**src/rtl/sram_ctl_pkg.sv**
```systemverilog
// Shared constants and state encoding for the packet-cache SRAM read controller.
// SRAM_RD_PRIO_EN (optional) adds per-port 3-bit request priority; PRIO_W sizes it.
package sram_ctl_pkg;
  localparam int NUM_PORTS = 16;
  localparam int ADDR_W    = 12;
  localparam int DATA_W    = 64;
  localparam int LEN_W     = 8;
  localparam int PID_W     = 4;
  localparam int PRIO_W    = 3;

  typedef enum logic {IDLE, BURST} state_t;
endpackage

```
**src/rtl/sram_rd_arbiter_rr_pick.sv**
```systemverilog
// Combinational round-robin winner search starting at ptr, wrapping at NUM_PORTS-1.
// With SRAM_RD_PRIO_EN the request mask is first narrowed to the highest-priority requesters.
module rr_pick
  import sram_ctl_pkg::*;
(
  input  logic [NUM_PORTS-1:0]        req,
`ifdef SRAM_RD_PRIO_EN
  input  logic [NUM_PORTS*PRIO_W-1:0] prio,
`endif
  input  logic [PID_W-1:0]            ptr,
  output logic [PID_W-1:0]            win,
  output logic                        found
);
  logic [NUM_PORTS-1:0] mask;
  logic [PID_W-1:0]     idx;

`ifdef SRAM_RD_PRIO_EN
  logic [PRIO_W-1:0] top;
  always_comb begin
    top = '0;
    for (int i = 0; i < NUM_PORTS; i++)
      if (req[i] && prio[i*PRIO_W +: PRIO_W] > top) top = prio[i*PRIO_W +: PRIO_W];
    mask = '0;
    for (int i = 0; i < NUM_PORTS; i++)
      mask[i] = req[i] && (prio[i*PRIO_W +: PRIO_W] == top);
  end
`else
  assign mask = req;
`endif

  // NUM_PORTS is a power of two, so the PID_W-bit add wraps the search for free
  always_comb begin
    win   = '0;
    found = 1'b0;
    idx   = '0;
    for (int k = 0; k < NUM_PORTS; k++) begin
      idx = ptr + PID_W'(k);
      if (!found && mask[idx]) begin
        found = 1'b1;
        win   = idx;
      end
    end
  end
endmodule

```
**src/rtl/sram_rd_arbiter.sv**
```systemverilog
// Round-robin sharing of the packet-cache SRAM read port; streams one packet per grant.
// Optional macro SRAM_RD_PRIO_EN adds req_prio and priority-first arbitration.
module sram_rd_arbiter
  import sram_ctl_pkg::*;
(
  input  logic                        clk,
  input  logic                        rst,
  input  logic [NUM_PORTS-1:0]        req_vld,
  input  logic [NUM_PORTS*ADDR_W-1:0] req_addr,
  input  logic [NUM_PORTS*LEN_W-1:0]  req_len,
`ifdef SRAM_RD_PRIO_EN
  input  logic [NUM_PORTS*PRIO_W-1:0] req_prio,
`endif
  output logic [NUM_PORTS-1:0]        req_ack,
  output logic                        sram_rd_en,
  output logic [ADDR_W-1:0]           sram_rd_addr,
  input  logic [DATA_W-1:0]           sram_rd_data,
  output logic                        out_vld,
  output logic [PID_W-1:0]            out_port,
  output logic                        out_sop,
  output logic                        out_eop,
  output logic [DATA_W-1:0]           out_data,
  output logic                        busy
);
  state_t           state;
  logic [PID_W-1:0] ptr, cur_port, win;
  logic             found;
  logic [LEN_W-1:0] remaining, raw_len, win_len;
  logic             iss_sop, iss_eop;

  rr_pick u_pick (
    .req   (req_vld),
`ifdef SRAM_RD_PRIO_EN
    .prio  (req_prio),
`endif
    .ptr   (ptr),
    .win   (win),
    .found (found)
  );

  // A zero-length request still reads one word
  assign raw_len = req_len[win*LEN_W +: LEN_W];
  assign win_len = (raw_len == '0) ? LEN_W'(1) : raw_len;

  always_ff @(posedge clk or negedge rst) begin
    if (!rst) begin
      state        <= IDLE;
      ptr          <= '0;
      cur_port     <= '0;
      remaining    <= '0;
      req_ack      <= '0;
      sram_rd_en   <= 1'b0;
      sram_rd_addr <= '0;
      busy         <= 1'b0;
      iss_sop      <= 1'b0;
      iss_eop      <= 1'b0;
    end else begin
      req_ack <= '0;
      case (state)
        IDLE: begin
          if (found) begin
            state        <= BURST;
            req_ack[win] <= 1'b1;
            sram_rd_en   <= 1'b1;
            sram_rd_addr <= req_addr[win*ADDR_W +: ADDR_W];
            busy         <= 1'b1;
            cur_port     <= win;
            remaining    <= win_len;
            ptr          <= (win == PID_W'(NUM_PORTS-1)) ? '0 : win + PID_W'(1);
            iss_sop      <= 1'b1;
            iss_eop      <= (win_len == LEN_W'(1));
          end else begin
            sram_rd_en   <= 1'b0;
            sram_rd_addr <= '0;
            busy         <= 1'b0;
            iss_sop      <= 1'b0;
            iss_eop      <= 1'b0;
          end
        end
        BURST: begin
          iss_sop <= 1'b0;
          if (remaining > LEN_W'(1)) begin
            sram_rd_addr <= sram_rd_addr + ADDR_W'(1);
            remaining    <= remaining - LEN_W'(1);
            iss_eop      <= (remaining == LEN_W'(2));
          end else begin
            // Last read was issued this cycle; the idle cycle that follows is the bubble
            state        <= IDLE;
            sram_rd_en   <= 1'b0;
            sram_rd_addr <= '0;
            busy         <= 1'b0;
            iss_eop      <= 1'b0;
          end
        end
        default: state <= IDLE;
      endcase
    end
  end

  always_ff @(posedge clk or negedge rst) begin
    if (!rst) begin
      out_vld  <= 1'b0;
      out_port <= '0;
      out_sop  <= 1'b0;
      out_eop  <= 1'b0;
    end else begin
      out_vld  <= sram_rd_en;
      out_port <= cur_port;
      out_sop  <= iss_sop;
      out_eop  <= iss_eop;
    end
  end

  assign out_data = sram_rd_data;
endmodule

```
**config.mk**
```make
export PLATFORM = sky130hd
export DESIGN_NAME = sram_rd_arbiter
export DESIGN_NICKNAME = d
export VERILOG_FILES = /design/src/rtl/sram_ctl_pkg.sv /design/src/rtl/sram_rd_arbiter_rr_pick.sv /design/src/rtl/sram_rd_arbiter.sv
export SDC_FILE = /design/constraint.sdc
export NUM_CORES = 1
export LEC_CHECK = 0
export BUFFER_PORTS_ARGS = -buffer_cell sky130_fd_sc_hd__buf_2
export CELL_PAD_IN_SITES_DETAIL_PLACEMENT = 0
export CELL_PAD_IN_SITES_GLOBAL_PLACEMENT = 1
export CORE_AREA = 2 2 195 197
export DETAILED_ROUTE_END_ITERATION = 16
export DIE_AREA = 0 0 197 199
export MAX_ROUTING_LAYER = met4
export PLACE_DENSITY_LB_ADDON = 0.1
export SLEW_MARGIN = 15
export SYNTH_ARGS = -nofsm -noshare
export SYNTH_HDL_FRONTEND = slang
export SYNTH_SLANG_ARGS = --single-unit
```
**constraint.sdc**
```tcl
create_clock -name clk -period 11.8 [get_ports clk]
set_clock_uncertainty 0.15 [all_clocks]
set_input_delay 0 -clock clk [delete_from_list [all_inputs] [get_ports clk]]
set_output_delay 0 -clock clk [all_outputs]
set_load 0.02 [all_outputs]
```
==> results by stage <==
Finish:
- The diode insertion count for antenna repair is 0.
- The final layout contains 1810 nets.
- Of the cells placed in the final design, the portion with a size suffix greater than 1 is 0.352.
- The area added between synthesis and finish is 29.2%.
- The number of non-filler instances in the completed layout is 1868.

Setup path:
- The kind of capture point of the worst setup path is a register.
- Data on the critical path is required at its endpoint by 11.89 ns.
- In this run the worst path has a maximum fanout of 64.
- At the worst endpoint, the arrival time is 7.61 ns.
- The startpoint kind of the worst setup timing path is a register.
- The critical path is of the reg2reg type.

Placement:
- The congestion estimate from routability-driven global placement came to 0.880.
- The HPWL after detailed placement is 36300 um.
- During placement, the flow inserted port buffers numbering 374.
- The number of placed instances, taps included is 1795.

CTS:
- The clock slew at the register clock pins of the worst setup and hold paths is 0.09 ns.
- The cell chosen for the clock root is sky130_fd_sc_hd__clkbuf_16.
- The total number of clock tree sinks is 55.
- The number of buffers on the longest clock path is 2.
- The later pin in the worst-skew pair is clocked with a latency of 0.31 ns.
- In this run, CTS created clock tree buffers numbering 5.
- The H-tree was split into 2 levels.
- The TritonCTS clock tree is yes.
- Post-CTS repair changed the size of 0 cells.

Synth:
- After synthesis, the cell types taking the most area are sky130_fd_sc_hd__mux2i_1 16%, sky130_fd_sc_hd__dfrtp_1 16%, sky130_fd_sc_hd__mux4_2 8.5%.
- After synthesis, the netlist uses 89 different library cells.
- After synthesis the netlist holds a flip-flop and latch count of 55.
- The number of nets in the synthesized netlist is 1492.
- During synthesis, Yosys emitted a total of 0 warnings.
- A synthesized cell averages 8.10 um2.
- The number of flops mapped to enable cells by yosys is 0.
- The top cell type's share of synthesized area is 0.164.
- In the synthesized netlist the dominant register cell turns out to be sky130_fd_sc_hd__dfrtp_1.
- For this run, asynchronously set or reset flops after synthesis account for 1.00.
- The gate count of the mapped netlist is 1075.
- The mapped netlist covers 8710 um2.
- Of all cell types, the one taking the most synthesized area is sky130_fd_sc_hd__mux2i_1.
- The register area share after synthesis is 0.158.

Drt:
- After detailed routing, the number of remaining DRC violations is 0.
- The per-cell routed wire length is 24.2 um.
- The routed layout has 9714 vias.
- In this run, the number of DRC markers left after iteration 0 of detailed routing was 582.
- The final wirelength is 45100 um.
- The residual antenna-violating net count after detailed routing is 0.
- The first-pass iteration count of the detailed router is 6.
- The mean number of vias per cell is 5.20.

Status:
- The flow ran to the end, and the final reports show no timing, DRC or antenna violations.

Worst hold path:
- The class of the most critical hold timing path is in2reg.

Flow run:
- The tool flagged a number of max-cap violations equal to 0.

GRT:
- The first global-routing pass estimated 64400 um of wire.
- The initial antenna violation count is 6.
- The residual overflow from global routing is 0.
- In the global route stage, overall resource usage came out at 0.226.
- The via count of the first global-routing pass is 9560.
- Entering global routing, the biggest net connects 65 pins.

Timing:
- The part of the cycle the worst path needs is 0.638.
- The transition time at the pin with the least slew margin is 0.892 ns.
- The minimum clock period is 7.53 ns.
- The final sum of negative setup slack is 0 ns.
- The worst max-slew margin expressed relative to the limit is 0.388.
- The final count of hold timing violations is 0.
- Setup repair after global routing left no endpoint under its margin.
- The achievable frequency is 133 MHz.
- The setup violation total in the final timing report is 0.
- The number of max-slew violations in the final report is 0.

Floorplan:
- The initial utilization of the core area, before any placement, comes to 0.235.
- The overall die width is 197 um.
- In this run the core area contains 71 standard-cell rows.
- The die is 199 um tall.
- The core footprint is 37100 um2.
- The number of top-level pins is 503.
- The die covers 39200 um2.
==> path summary, 6_finish.rpt <==
kind / start / end / slack (ns) / depth (start not counted)
setup / recovery: ptr[1]$_DFFE_PN0P_ / iss_eop$_DFF_PN0_ / 4.27 / 17
hold / removal: req_addr[45] / sram_rd_addr[9]$_DFF_PN0_ / 0.06 / 6
setup reg to reg: ptr[1]$_DFFE_PN0P_ / iss_eop$_DFF_PN0_ / 4.27 / 17
hold reg to reg: iss_sop$_DFF_PN0_ / out_sop$_DFF_PN0_ / 0.21 / 0
max in group asynchronous: rst / sram_rd_addr[0]$_DFF_PN0_ / 10.74 / 3
min in group asynchronous: rst / out_vld$_DFF_PN0_ / 0.23 / 3
==> synth_stat cells, types with 14 or more instances <==
cell and n:
sky130_fd_sc_hd__mux2_2 14, sky130_fd_sc_hd__nor2_1 54, sky130_fd_sc_hd__a311oi_1 17, sky130_fd_sc_hd__clkbuf_1 29
sky130_fd_sc_hd__a21oi_1 19, sky130_fd_sc_hd__and3_1 19, sky130_fd_sc_hd__buf_2 29, sky130_fd_sc_hd__o21ai_0 37
sky130_fd_sc_hd__nand3_1 80, sky130_fd_sc_hd__mux4_2 33, sky130_fd_sc_hd__nor2b_1 14, sky130_fd_sc_hd__ha_1 15
sky130_fd_sc_hd__buf_1 14, sky130_fd_sc_hd__buf_4 68, sky130_fd_sc_hd__nand2_1 172, sky130_fd_sc_hd__nand4_1 26
sky130_fd_sc_hd__dfrtp_1 55, sky130_fd_sc_hd__mux2i_1 143, sky130_fd_sc_hd__inv_1 15
==> worst max-delay path, cell delays in order, from the launching register on <==
cell                        delay [ns]
sky130_fd_sc_hd__dfrtp_1          0.33
sky130_fd_sc_hd__buf_4            0.46
sky130_fd_sc_hd__inv_1            0.29
sky130_fd_sc_hd__ha_1             0.74
sky130_fd_sc_hd__mux4_2           0.62
sky130_fd_sc_hd__mux2i_1          0.73
sky130_fd_sc_hd__or4b_4           0.30
sky130_fd_sc_hd__nor3_4           0.08
sky130_fd_sc_hd__and4b_1          0.30
sky130_fd_sc_hd__nor3_2           0.60
sky130_fd_sc_hd__nor2_8           0.02
sky130_fd_sc_hd__buf_4            0.37
sky130_fd_sc_hd__inv_4            0.70
sky130_fd_sc_hd__mux4_2           0.59
sky130_fd_sc_hd__a22o_1           0.26
sky130_fd_sc_hd__a2111oi_0        0.50
sky130_fd_sc_hd__nand4_1          0.21
sky130_fd_sc_hd__o22ai_1          0.20
==> flip-flops by register name, indices dropped and copies added, names as in the netlist <==
signal        flops
cur_port          4
busy              1
out_eop           1
out_port          4
sram_rd_addr     12
remaining         8
ptr               4
out_sop           1
req_ack          16
iss_eop           1
state             1
out_vld           1
iss_sop           1
==> cell families (layout without fill, tap and decap cells) <==
| family | after synthesis | count (layout) | synth area share |
|---|---|---|---|
| flops | 55 | 55 | 0.158 |
| xor+xnor | 22 | 22 | 0.0260 |
| buf+inv | 164 | 483 | 0.109 |
| compound gates | 197 | 197 | 0.169 |
| simple gates | 427 | 427 | 0.238 |
| fa+ha+maj | 15 | 15 | 0.0215 |
| mux | 195 | 195 | 0.278 |
==> cell type report <==
| class | instances | area, um2 |
|---|---|---|
| multi-input cells | 856 | 6400 |
| inverters | 19 | 73.8 |
| flip-flops and latches | 55 | 1380 |
| clock buffers | 5 | 125 |
| fillers | 4089 | 25900 |
| repair buffers | 456 | 2650 |
| well taps | 474 | 593 |
| clock inverters | 3 | 27.5 |
==> metrics by stage <==
| step | setup WS (ns) | utilization | hold WS (ns) | area [um2] |
|---|---|---|---|---|
| after floorplan | 6.29 | - | -0.446 | 8710 |
| after detailed placement | 4.14 | 0.281 | -0.150 | 10400 |
| after global routing | 3.64 | 0.303 | 0.110 | 11200 |
| final | 4.27 | 0.303 | 0.0575 | 11200 |
| after global placement | 4.27 | 0.281 | -0.150 | 10400 |
| after CTS | 4.11 | 0.303 | 0.0549 | 11200 |
==> per-layer routing <==
layer | global-route usage | share of wire
met1 | 0.281 | 0.42
met2 | 0.409 | 0.52
met3 | 0.0244 | 0.049
met4 | 0.0234 | 0.010
met5 | - | 0
==> placed cells by master, fill, tap and decap left out, types with 13 or more instances in the layout <==
master,netlist,layout
sky130_fd_sc_hd__dfrtp_1,55,55
sky130_fd_sc_hd__buf_2,29,374
sky130_fd_sc_hd__nor2b_1,14,14
sky130_fd_sc_hd__ha_1,15,15
sky130_fd_sc_hd__dlygate4sd3_1,0,65
sky130_fd_sc_hd__nor2_1,54,53
sky130_fd_sc_hd__nand4_1,26,26
sky130_fd_sc_hd__and3_1,19,19
sky130_fd_sc_hd__o21ai_0,37,37
sky130_fd_sc_hd__mux4_2,33,33
sky130_fd_sc_hd__a21oi_1,19,18
sky130_fd_sc_hd__buf_4,68,17
sky130_fd_sc_hd__nand3_1,80,80
sky130_fd_sc_hd__mux2i_1,143,143
sky130_fd_sc_hd__nand2_1,172,172
sky130_fd_sc_hd__a311oi_1,17,17
sky130_fd_sc_hd__inv_1,15,15
sky130_fd_sc_hd__mux2_2,14,14
sky130_fd_sc_hd__nor3_1,13,13
==> repair_timing <==
action,4_1_cts,5_1_grt
buffers inserted,0,0
hold buffers,65,0
hold endpoints to repair,119,0
Power is left out: the tool's default activity adds up to more than one toggle a clock period on the data nets, which glitch-free logic cannot reach.
